**src/rtl/parking_gate_arbiter.sv**
```systemverilog
// parking_gate_arbiter: shares one barrier gate between entry and exit
// queues with sensor debouncing, round-robin grant and gate sequencing.
module parking_gate_arbiter #(
    parameter int SPOT_W       = 4,
    parameter int DEB_CYCLES   = 4,
    parameter int PASS_TIMEOUT = 64,
    parameter int CLOSE_CYCLES = 8
) (
    input  logic              clk_in,
    input  logic              reset,
    input  logic              entry_sense,
    input  logic              exit_sense,
    input  logic              pass_sense,
    input  logic [SPOT_W-1:0] spots,
    output logic              gate_open,
    output logic [1:0]        grant,
    output logic              car_enter,
    output logic              car_exit,
    output logic              full,
    output logic              timeout_err
);

    localparam int DW = $clog2(DEB_CYCLES + 1);
    localparam int TMAX =
        (PASS_TIMEOUT > CLOSE_CYCLES) ? PASS_TIMEOUT : CLOSE_CYCLES;
    localparam int TW = $clog2(TMAX + 1);
    localparam logic [DW-1:0] DEB_LAST = DW'(DEB_CYCLES - 1);
    localparam logic [TW-1:0] PASS_LAST = TW'(PASS_TIMEOUT - 1);
    localparam logic [TW-1:0] CLOSE_LAST = TW'(CLOSE_CYCLES - 1);

    typedef enum logic [1:0] {
        IDLE,
        WAIT_PASS,
        WAIT_CLEAR,
        CLOSE
    } state_t;

    logic [2:0] raw;
    logic [2:0] sync1;
    logic [2:0] sync2;
    logic [2:0] db;

    logic entry_db;
    logic exit_db;
    logic pass_db;

    state_t     state;
    state_t     state_d;
    logic [TW-1:0] timer;
    logic [TW-1:0] timer_d;
    logic       last_ex;
    logic       last_ex_d;
    logic [1:0] grant_q;
    logic [1:0] grant_d;
    logic       gate_q;
    logic       gate_d;
    logic       enter_q;
    logic       enter_d;
    logic       exit_q;
    logic       exit_d;
    logic       to_q;
    logic       to_d;
    logic       full_q;

    logic req_en;
    logic req_ex;
    logic pick_ex;

    assign raw = {pass_sense, exit_sense, entry_sense};

    // Bring the raw asynchronous sensors into the clock domain
    always_ff @(posedge clk_in or negedge reset) begin
        if (!reset) begin
            sync1 <= '0;
            sync2 <= '0;
        end else begin
            sync1 <= raw;
            sync2 <= sync1;
        end
    end

    for (genvar i = 0; i < 3; i++) begin : g_deb
        logic [DW-1:0] cnt;
        logic          db_q;

        // Flip the level only after DEB_CYCLES disagreeing samples in a row
        always_ff @(posedge clk_in or negedge reset) begin
            if (!reset) begin
                cnt  <= '0;
                db_q <= 1'b0;
            end else if (sync2[i] == db_q) begin
                cnt <= '0;
            end else if (cnt == DEB_LAST) begin
                cnt  <= '0;
                db_q <= sync2[i];
            end else begin
                cnt <= cnt + DW'(1);
            end
        end

        assign db[i] = db_q;
    end

    assign entry_db = db[0];
    assign exit_db  = db[1];
    assign pass_db  = db[2];

    assign req_en  = entry_db & (spots != '0);
    assign req_ex  = exit_db;
    assign pick_ex = req_ex & (~req_en | ~last_ex);

    // State, timer, owner history and all outputs are registered here
    always_ff @(posedge clk_in or negedge reset) begin
        if (!reset) begin
            state   <= IDLE;
            timer   <= '0;
            last_ex <= 1'b0;
            grant_q <= 2'b00;
            gate_q  <= 1'b0;
            enter_q <= 1'b0;
            exit_q  <= 1'b0;
            to_q    <= 1'b0;
            full_q  <= 1'b0;
        end else begin
            state   <= state_d;
            timer   <= timer_d;
            last_ex <= last_ex_d;
            grant_q <= grant_d;
            gate_q  <= gate_d;
            enter_q <= enter_d;
            exit_q  <= exit_d;
            to_q    <= to_d;
            full_q  <= (spots == '0);
        end
    end

    // Gate sequencing: grant, wait for the car, wait for it to clear, close
    always_comb begin
        state_d   = state;
        timer_d   = timer;
        last_ex_d = last_ex;
        grant_d   = grant_q;
        gate_d    = gate_q;
        enter_d   = 1'b0;
        exit_d    = 1'b0;
        to_d      = 1'b0;
        unique case (state)
            IDLE: begin
                if (req_en | req_ex) begin
                    grant_d   = pick_ex ? 2'b10 : 2'b01;
                    gate_d    = 1'b1;
                    last_ex_d = pick_ex;
                    timer_d   = '0;
                    state_d   = WAIT_PASS;
                end
            end
            WAIT_PASS: begin
                if (pass_db) begin
                    state_d = WAIT_CLEAR;
                end else if (timer == PASS_LAST) begin
                    to_d    = 1'b1;
                    gate_d  = 1'b0;
                    grant_d = 2'b00;
                    timer_d = '0;
                    state_d = CLOSE;
                end else begin
                    timer_d = timer + TW'(1);
                end
            end
            WAIT_CLEAR: begin
                if (!pass_db) begin
                    enter_d = grant_q[0];
                    exit_d  = grant_q[1];
                    gate_d  = 1'b0;
                    grant_d = 2'b00;
                    timer_d = '0;
                    state_d = CLOSE;
                end
            end
            CLOSE: begin
                if (timer == CLOSE_LAST) begin
                    timer_d = '0;
                    state_d = IDLE;
                end else begin
                    timer_d = timer + TW'(1);
                end
            end
            default: begin
                state_d = IDLE;
            end
        endcase
    end

    assign gate_open   = gate_q;
    assign grant       = grant_q;
    assign car_enter   = enter_q;
    assign car_exit    = exit_q;
    assign full        = full_q;
    assign timeout_err = to_q;

endmodule

```
**config.mk**
```make
export PLATFORM = sky130hd
export DESIGN_NAME = parking_gate_arbiter
export DESIGN_NICKNAME = d
export VERILOG_FILES = /design/src/rtl/parking_gate_arbiter.sv
export SDC_FILE = /design/constraint.sdc
export NUM_CORES = 1
export LEC_CHECK = 0
export BUFFER_PORTS_ARGS = -buffer_cell sky130_fd_sc_hd__buf_2
export CAP_MARGIN = 20
export CORE_MARGIN = 4
export CORE_UTILIZATION = 30
export CTS_BUF_LIST = sky130_fd_sc_hd__clkbuf_4 sky130_fd_sc_hd__clkbuf_8
export CTS_CLUSTER_SIZE = 16
export DETAILED_ROUTE_END_ITERATION = 10
export PLACE_DENSITY = 0.46
export SLEW_MARGIN = 20
export SYNTH_ARGS = -nofsm -noshare
export SYNTH_HDL_FRONTEND = slang
export SYNTH_SLANG_ARGS = --single-unit
```
**constraint.sdc**
```tcl
create_clock -name clk_in -period 5.3 [get_ports clk_in]
set_input_delay 0.795 -clock clk_in [delete_from_list [all_inputs] [get_ports clk_in]]
set_output_delay 0.795 -clock clk_in [all_outputs]
set_load 0.05 [all_outputs]
```
== Word-level counts from Yosys, hierarchy flattened ==
Cells that the tools add are included.
Widths: inputs -> output; s select.

* Register bits after elaboration: 35
* Bits of input ports: 9
* Output and inout bits: 7
* Word-level logic and storage cells: 94

* $add $sub $neg: 4
* Equal/unequal tests: 17
* Mux-type cells: 36
* Bitwise operators: 9
* Reduce and logical (&&, ||, !) cells: 11

{| class="wikitable"
|+ Operators with widths
! operator !! count
|-
| $mux 7 || 5
|-
| $pmux 7 s4 || 1
|-
| $mux 2 || 10
|-
| $mux 3 || 6
|-
| $mux 1 || 11
|-
| $ne 2x2->1 const B || 5
|-
| $add 3x1->3 const B || 3
|-
| $eq 3x2->1 const B || 3
|-
| $pmux 2 s4 || 1
|-
| $reduce_and 2->1 || 4
|-
| $add 7x1->7 const B || 1
|-
| $eq 7x3->1 const B || 1
|-
| $eq 7x6->1 const B || 1
|-
| $pmux 2 s3 || 1
|-
| $not 1->1 || 5
|-
| $reduce_and 5->1 || 1
|-
| $eq 2x2->1 const B || 2
|-
| $logic_not 4->1 || 1
|-
| $reduce_and 4->1 || 1
|-
| $reduce_bool 4->1 || 1
|-
| $eq 1x1->1 || 3
|-
| $ne 3x3->1 const B || 1
|-
| $pmux 1 s3 || 1
|-
| $reduce_and 3->1 || 1
|-
| 5 further kinds || 7
|}

== Logic depth before layout (Yosys ltp) ==
Gate-level depths: netlist (run 1).

* Depth in word-level cells: 8
* Gate-level depth with buffers: 7
* Gate-level depth less buffers: 6

== Worst setup path after synthesis (run 1) ==
Ideal clock, no wire load.

* Path kind: input -> register
* From: input port spots[1]
* To: register state[1]
* Setup time: 125 ps
* Arrival time: 1821 ps
* Path slack: 3354 ps
* Cell stages on the path: 4
* Buffers on the path: 0
* Path through: o41ai_4 a22o_1 a211o_1 mux2_2

* Word-level cells in the longest chain between the ends: 5

{| class="wikitable"
|+ Ends and longest elaborated chain
! element !! RTL line !! RTL
|-
| start, declared || 14 || <nowiki>input logic [SPOT_W-1:0] spots,</nowiki>
|-
| $reduce_bool 4->1 || 108 || <nowiki>assign req_en = entry_db & (spots != '0);</nowiki>
|-
| $and 1x1->1 || 108 ||
|-
| $or 1x1->1 || 149 || <nowiki>if (req_en | req_ex) begin</nowiki>
|-
| $ne 2x2->1 (no source line) || -- ||
|-
| $reduce_and 4->1 (no source line) || -- ||
|-
| end signal, assigned || 125 || <nowiki>state <= state_d;</nowiki>
|-
| end, declared || 47 || <nowiki>state_t state;</nowiki>
|}

Every way passes these cells.
A chain may end at the register's enable or synchronous reset.

== Final worst setup path (run 1) ==
* From: register state[0]
* To: register grant_q[1] (netlist: grant[1])

* Word-level cells in the longest chain between the ends: 3
* Elaborated cells on any way between the ends: 10

{| class="wikitable"
|+ Ends and longest elaborated chain
! element !! RTL line !! RTL
|-
| $eq 2x1->1, or another cell as far along || 147 || <nowiki>unique case (state)</nowiki>
|-
| $ne 2x2->1 (no source line) or $reduce_bool 3->1 (tied branches) || -- ||
|-
| $reduce_and 5->1 (no source line) || -- ||
|-
| end signal, assigned || 128 || <nowiki>grant_q <= grant_d;</nowiki>
|-
| end, declared || 53 || <nowiki>logic [1:0] grant_q;</nowiki>
|}

Parallel ways exist; a longest one is shown, timed or not.

==> impl_metrics.json, run 1 <==
{
  "synth_edf_count": 0,
  "synth_top_cell_by_area": "dfrtp_1",
  "start_kind": "flop",
  "dpl.hpwl_um": 2120,
  "n_antenna_cell": 0,
  "maxSlewHeadroom_pct": 48.2,
  "wl_per_cell_um": 12.8,
  "ys_seq_elements": 35,
  "routed_wl_um": 2950,
  "fin_crit_sh_pct": 38.9,
  "ant_nets": 0,
  "first_pass_iters": 4,
  "syn_area_per_cell_sq_um": 11.5,
  "fin_util_pct": 36.8,
  "synth_seq_area_share_pct": 54.6,
  "synthArstFlopShare_pct": 100,
  "worstSkewPairLatency_ns": 0.29,
  "syn_to_final_growth_pct": 17.9,
  "start_util_pct": 31.2,
  "cts_tree": "built",
  "ioPinCount": 16,
  "hold_class": "flop to flop",
  "grt_pass1_wl_um": 5110,
  "drive_gt1_share_pct": 18.6,
  "antenna_found_initial": 0,
  "grt_pass1_vias": 1103,
  "synthFlopType": "dfrtp_1",
  "peakVddDrop_v": 0.000261,
  "synth_common_cells": "dfrtp_1, nand2_1, ha_1, o21ai_0, inv_1",
  "hold_viol_final": 0,
  "synth_warnings": 0,
  "cts_resized": 0,
  "whs_ns": 0.350,
  "mappedNetlistArea_sq_um": 1600,
  "globalRouteTotalUtil_pct": 10.4,
  "setup_viol": 0,
  "vias": 1111,
  "rsz0062_at_grt": "false",
  "dp_slack_ns": 3.01,
  "p_leak_nw": 0.861,
  "ctsLongestPathBuffers": 2,
  "tightest_slew_ns": 0.776,
  "tns_ns": 0,
  "core-area_sq_um": 5140,
  "cts-buffers-inserted": 5,
  "drc": 0,
  "slew_viol_final": 0,
  "critPathKind": "flop to flop",
  "htreeDepth": 2,
  "end_kind": "flop",
  "status": "complete, no violations",
  "clk_pin_slew_worst_paths_ns": 0.07,
  "yosys-top-cells-area": "dfrtp_1, ha_1, mux2_2",
  "hold_buffers": 0,
  "cts_setup_buffers": 0,
  "detail_route.vias_per_cell": 4.81,
  "numPortBuffers": 15,
  "syn_nets": 159,
  "numClockSinks": 35,
  "critical_path.max_fanout": 9,
  "gp_congestion": 0.775,
  "synthCells": 140,
  "die_w_um": 81.1,
  "root_buffer": "clkbuf_8",
  "die_area_sq_um": 6580,
  "drt_iter0_markers": 79,
  "synth_cell_types": 31,
  "clock.fmax_mhz": 485,
  "gr-total-overflow": 0,
  "cp.arrival_ns": 2.24,
  "p_per_area_nw_per_um2": 576,
  "setup_ws_ns": 3.24,
  "cp.required_ns": 5.48,
  "fin_skew_ns": 0.00734,
  "cap_violations": 0,
  "nets": 179,
  "synth_most_common_cell": "dfrtp_1",
  "chipHeight_um": 81.1,
  "netlist.area_leader.share_pct": 54.6,
  "finalCriticalPeriod_ns": 2.06,
  "rows": 26,
  "grt_max_degree": 36
}
## where the power goes
group          total [W]  internal, W  switching (W)
registers       0.000395     0.000336      0.0000593
logic           0.000408     0.000164       0.000243
clock network   0.000287     0.000188      0.0000997
## sequential cells by signal, indices dropped and copies added (netlist names)
signal and count:
g_deb.cnt 9, timer 7, sync1 3, sync2 3, grant 2, state 2, car_enter 1, car_exit 1
entry_db 1, exit_db 1, full 1, g_deb.db_q 1, gate_open 1, last_ex 1, timeout_err 1
## layout by cell type, fill, tap and decap left out
| cell | Yosys | routed |
|---|---|---|
| mux2i_1 | 2 | 2 |
| nor3_1 | 6 | 6 |
| buf_2 | 0 | 15 |
| clkinvlp_4 | 0 | 1 |
| and3b_1 | 1 | 1 |
| nand2b_1 | 1 | 1 |
| nand2_1 | 12 | 12 |
| mux2_2 | 5 | 5 |
| a2111oi_0 | 1 | 1 |
| nor4_1 | 2 | 2 |
| dfrtp_1 | 35 | 35 |
| nor3b_1 | 6 | 6 |
| nor2b_1 | 7 | 7 |
| o21a_1 | 3 | 3 |
| a21oi_1 | 2 | 2 |
| nand3_1 | 2 | 2 |
| clkbuf_8 | 0 | 5 |
| inv_1 | 8 | 8 |
| a211o_1 | 1 | 1 |
| nand3b_1 | 1 | 1 |
| o21ai_0 | 10 | 10 |
| a31oi_1 | 1 | 1 |
| xnor2_1 | 3 | 3 |
| o41ai_4 | 1 | 1 |
| a21o_1 | 1 | 1 |
| nor3_2 | 1 | 1 |
| ha_1 | 10 | 10 |
| bufinv_16 | 0 | 2 |
| a22o_1 | 1 | 1 |
| a221oi_1 | 1 | 1 |
| or2_1 | 1 | 1 |
| o211ai_1 | 7 | 7 |
| nor2_1 | 6 | 6 |
## final cells by class
| type | count | area (sq um) |
|---|---|---|
| Fill cell | 548 | 3250 |
| Timing Repair Buffer | 15 | 75.1 |
| Inverter | 8 | 30.0 |
| Sequential cell | 35 | 876 |
| Tap cell | 70 | 87.6 |
| Clock buffer | 5 | 68.8 |
| Multi-Input combinational cell | 95 | 687 |
| Clock inverter | 3 | 67.6 |
## cell families after synthesis
family	share of synthesized area, %
mux	4.76
flops	54.6
simple gates	15.4
compound gates	13.2
fa+ha+maj	7.80
buf+inv	2.57
xor+xnor	1.64
## worst max-delay path, stage by stage, from the launching register on
cell and delay [ns]:
dfrtp_1 0.42, inv_1 0.13, ha_1 0.25, o21a_1 0.22, a21o_1 0.27, nor3_2 0.29
mux2_2 0.37
## worst paths after layout
path	slack, ns	from	to	cells past startpoint
hold reg to reg	0.35	sync1[2]	sync2[2]	0
min in group asynchronous	0.58	reset	timer[2]	1
setup reg to reg	3.24	state[0]	grant[1]	6
max in group asynchronous	4.22	reset	g_deb[1].cnt[0]	1
setup / recovery	3.24	state[0]	grant[1]	6
hold / removal	0.35	sync1[2]	sync2[2]	0
## routing by layer
layer	part of all wire, %	wire (um)	track usage, %	up-vias
li1	-	-	-	534
met1	46	1370	12.5	549
met2	47	1380	16.5	21
met3	4.4	129	3.55	7
met4	2.4	70	5.07	0
met5	0	0	0	-
## metrics by stage
step / power (W) / cells / area, sq um
after floorplan: 0.000716 / 140 / 1600
after global placement: 0.000799 / 223 / 1760
after detailed placement: 0.000810 / 223 / 1760
after CTS: 0.00111 / 231 / 1890
after global routing: 0.00118 / 231 / 1890
final: 0.00109 / 231 / 1890
Power figures use the tool's default switching activity.
==> run 2: changes to the inputs <==
clock period = 1.9 ns   (was 5.3 ns; I/O delays follow)
==> impl_metrics.json, run 2 (synthesized netlist as in run 1, its figures left out) <==
{
  "gr-total-overflow": 0,
  "setup_viol": 0,
  "path_cells": "buf_4, ha_2, o21a_1, a21o_1, nor3_4, mux2_2",
  "cp.arrival_ns": 1.94,
  "core-area_sq_um": 5140,
  "seq_power_share_pct": 36.7,
  "total_power_w": 0.00298,
  "worstSkewPairLatency_ns": 0.28,
  "tightest_slew_ns": 0.768,
  "rsz0062_at_grt": "false",
  "critPathMaxStageDelay_ns": 0.40,
  "p_per_area_nw_per_um2": 1560,
  "critical_path.max_fanout": 5,
  "largest_reg_flops": 9,
  "nets": 184,
  "peakVddDrop_v": 0.000759,
  "clock.fmax_mhz": 565,
  "start_kind": "flop",
  "drive_gt1_share_pct": 24.7,
  "status": "complete, no violations",
  "globalRouteTotalUtil_pct": 10.9,
  "chipHeight_um": 81.1,
  "fin_skew_ns": 0.00670,
  "clk_pin_slew_worst_paths_ns": 0.07,
  "dp_cells": 227,
  "clkPwrFrac_pct": 19.1,
  "reg_top3": "g_deb.cnt: 9 flops, timer: 7 flops",
  "cap_violations": 0,
  "drc": 0,
  "final_common_cell": "dfrtp_1",
  "routed_wl_um": 3080,
  "syn_to_final_growth_pct": 19.4,
  "n_antenna_cell": 0,
  "combPwrFrac_pct": 44.3,
  "ioPinCount": 16,
  "vias": 1137,
  "grt_pass1_vias": 1205,
  "grt_pass1_wl_um": 5500,
  "worst_setup_path_endpoint": "grant[1]",
  "finalCriticalPeriod_ns": 1.77,
  "switchingPower_w": 0.00118,
  "final_cell_mix": "dfrtp_1, buf_2, nand2_1",
  "regMostFlops": "g_deb.cnt",
  "slowest_stage": "dfrtp_2",
  "instances_no_fill": 236,
  "gp_congestion": 0.712,
  "regArea_sq_um": 878,
  "grt_max_degree": 36,
  "end_kind": "flop",
  "start_util_pct": 31.2,
  "rr_startpoint": "state[0]",
  "critPathKind": "flop to flop",
  "htreeDepth": 2,
  "numPortBuffers": 15,
  "rr_endpoint": "grant[1]",
  "cts_tree": "built",
  "reg2reg_setup_slack_ns": 0.13,
  "tns_ns": 0,
  "maxSlewHeadroom_pct": 48.8,
  "drt_iter0_markers": 98,
  "dpl.hpwl_um": 2230,
  "die_area_sq_um": 6580,
  "hold_viol_final": 0,
  "cp.required_ns": 2.07,
  "fin_crit_sh_pct": 93.2,
  "wl_per_cell_um": 13.0,
  "cts-buffers-inserted": 5,
  "setup_ws_ns": 0.129,
  "critPathLaunch": "state[0]",
  "die_w_um": 81.1,
  "multi_input_area_sq_um": 708,
  "reg2reg_depth": 6,
  "swShare_pct": 39.6,
  "rows": 26,
  "p_int_w": 0.00180,
  "ctsLongestPathBuffers": 2,
  "detail_route.vias_per_cell": 4.82,
  "hold_buffers": 0,
  "fillers": 539,
  "first_pass_iters": 4,
  "dp_slack_ns": 0.0265,
  "numClockSinks": 35,
  "slew_viol_final": 0,
  "hold_class": "primary input to async pin",
  "root_buffer": "clkbuf_8",
  "antenna_found_initial": 0,
  "ant_nets": 0,
  "p_leak_nw": 0.869
}
## run 2: cell type report
class	count	share of cell area [%]
Multi-Input combinational cell	95	37.0
Tap cell	70	4.57
Clock buffer	6	4.31
Timing Repair Buffer	20	5.88
Clock inverter	2	0.849
Sequential cell	35	45.9
Inverter	8	1.57
## run 2: critical path: cells and delay by family, from the launching register on
| kind | cells | cell delay [ns] |
|---|---|---|
| compound gates | 2 | 0.41 |
| flops | 1 | 0.40 |
| simple gates | 1 | 0.13 |
| buf+inv | 1 | 0.15 |
| mux | 1 | 0.35 |
| fa+ha+maj | 1 | 0.22 |
## run 2: power groups by stage
stage	sequential (W)	clock (W)	combinational, W
floorplan	0.00119	0	0.000838
global placement	0.00110	0	0.00122
detailed placement	0.00112	0	0.00125
CTS	0.00111	0.000592	0.00126
global route	0.00113	0.000633	0.00148
finish	0.00109	0.000569	0.00132
## run 2: how the worst min path moves through the flow
stage | slack [ns] | endpoint | startpoint
final | 0.07 | g_deb[0].cnt[0] | reset
after global routing | 0.09 | sync1[2] | pass_sense
after CTS | 0.09 | sync1[2] | pass_sense
after detailed placement | 0.34 | sync2[2] | sync1[2]
after global placement | 0.33 | sync2[2] | sync1[2]
after floorplan | -0.01 | car_enter | reset
## run 2: per-layer routing
metal | vias to the layer above | share of wire, % | GRT usage [%] | routed length (um)
li1 | 543 | - | - | -
met1 | 558 | 44 | 13.5 | 1360
met2 | 26 | 48 | 17.6 | 1490
met3 | 10 | 4.7 | 3.22 | 146
met4 | 0 | 2.4 | 4.90 | 74
met5 | - | 0 | 0 | 0
## run 2: timing repair
item                                   4_1_cts  5_1_grt
endpoints found under the hold margin        0        0
setup endpoints to repair                    0       12
setup buffers                                0        1
resized for setup                            0        6
## run 2: through the flow
step / util (%) / cell area (sq um) / hold WS, ns
after detailed placement: 34.9 / 1790 / 0.344
after global placement: 34.9 / 1790 / 0.334
after CTS: 36.8 / 1890 / 0.0902
after floorplan: - / 1610 / -0.0106
after global routing: 37.3 / 1920 / 0.0882
final: 37.3 / 1920 / 0.0679
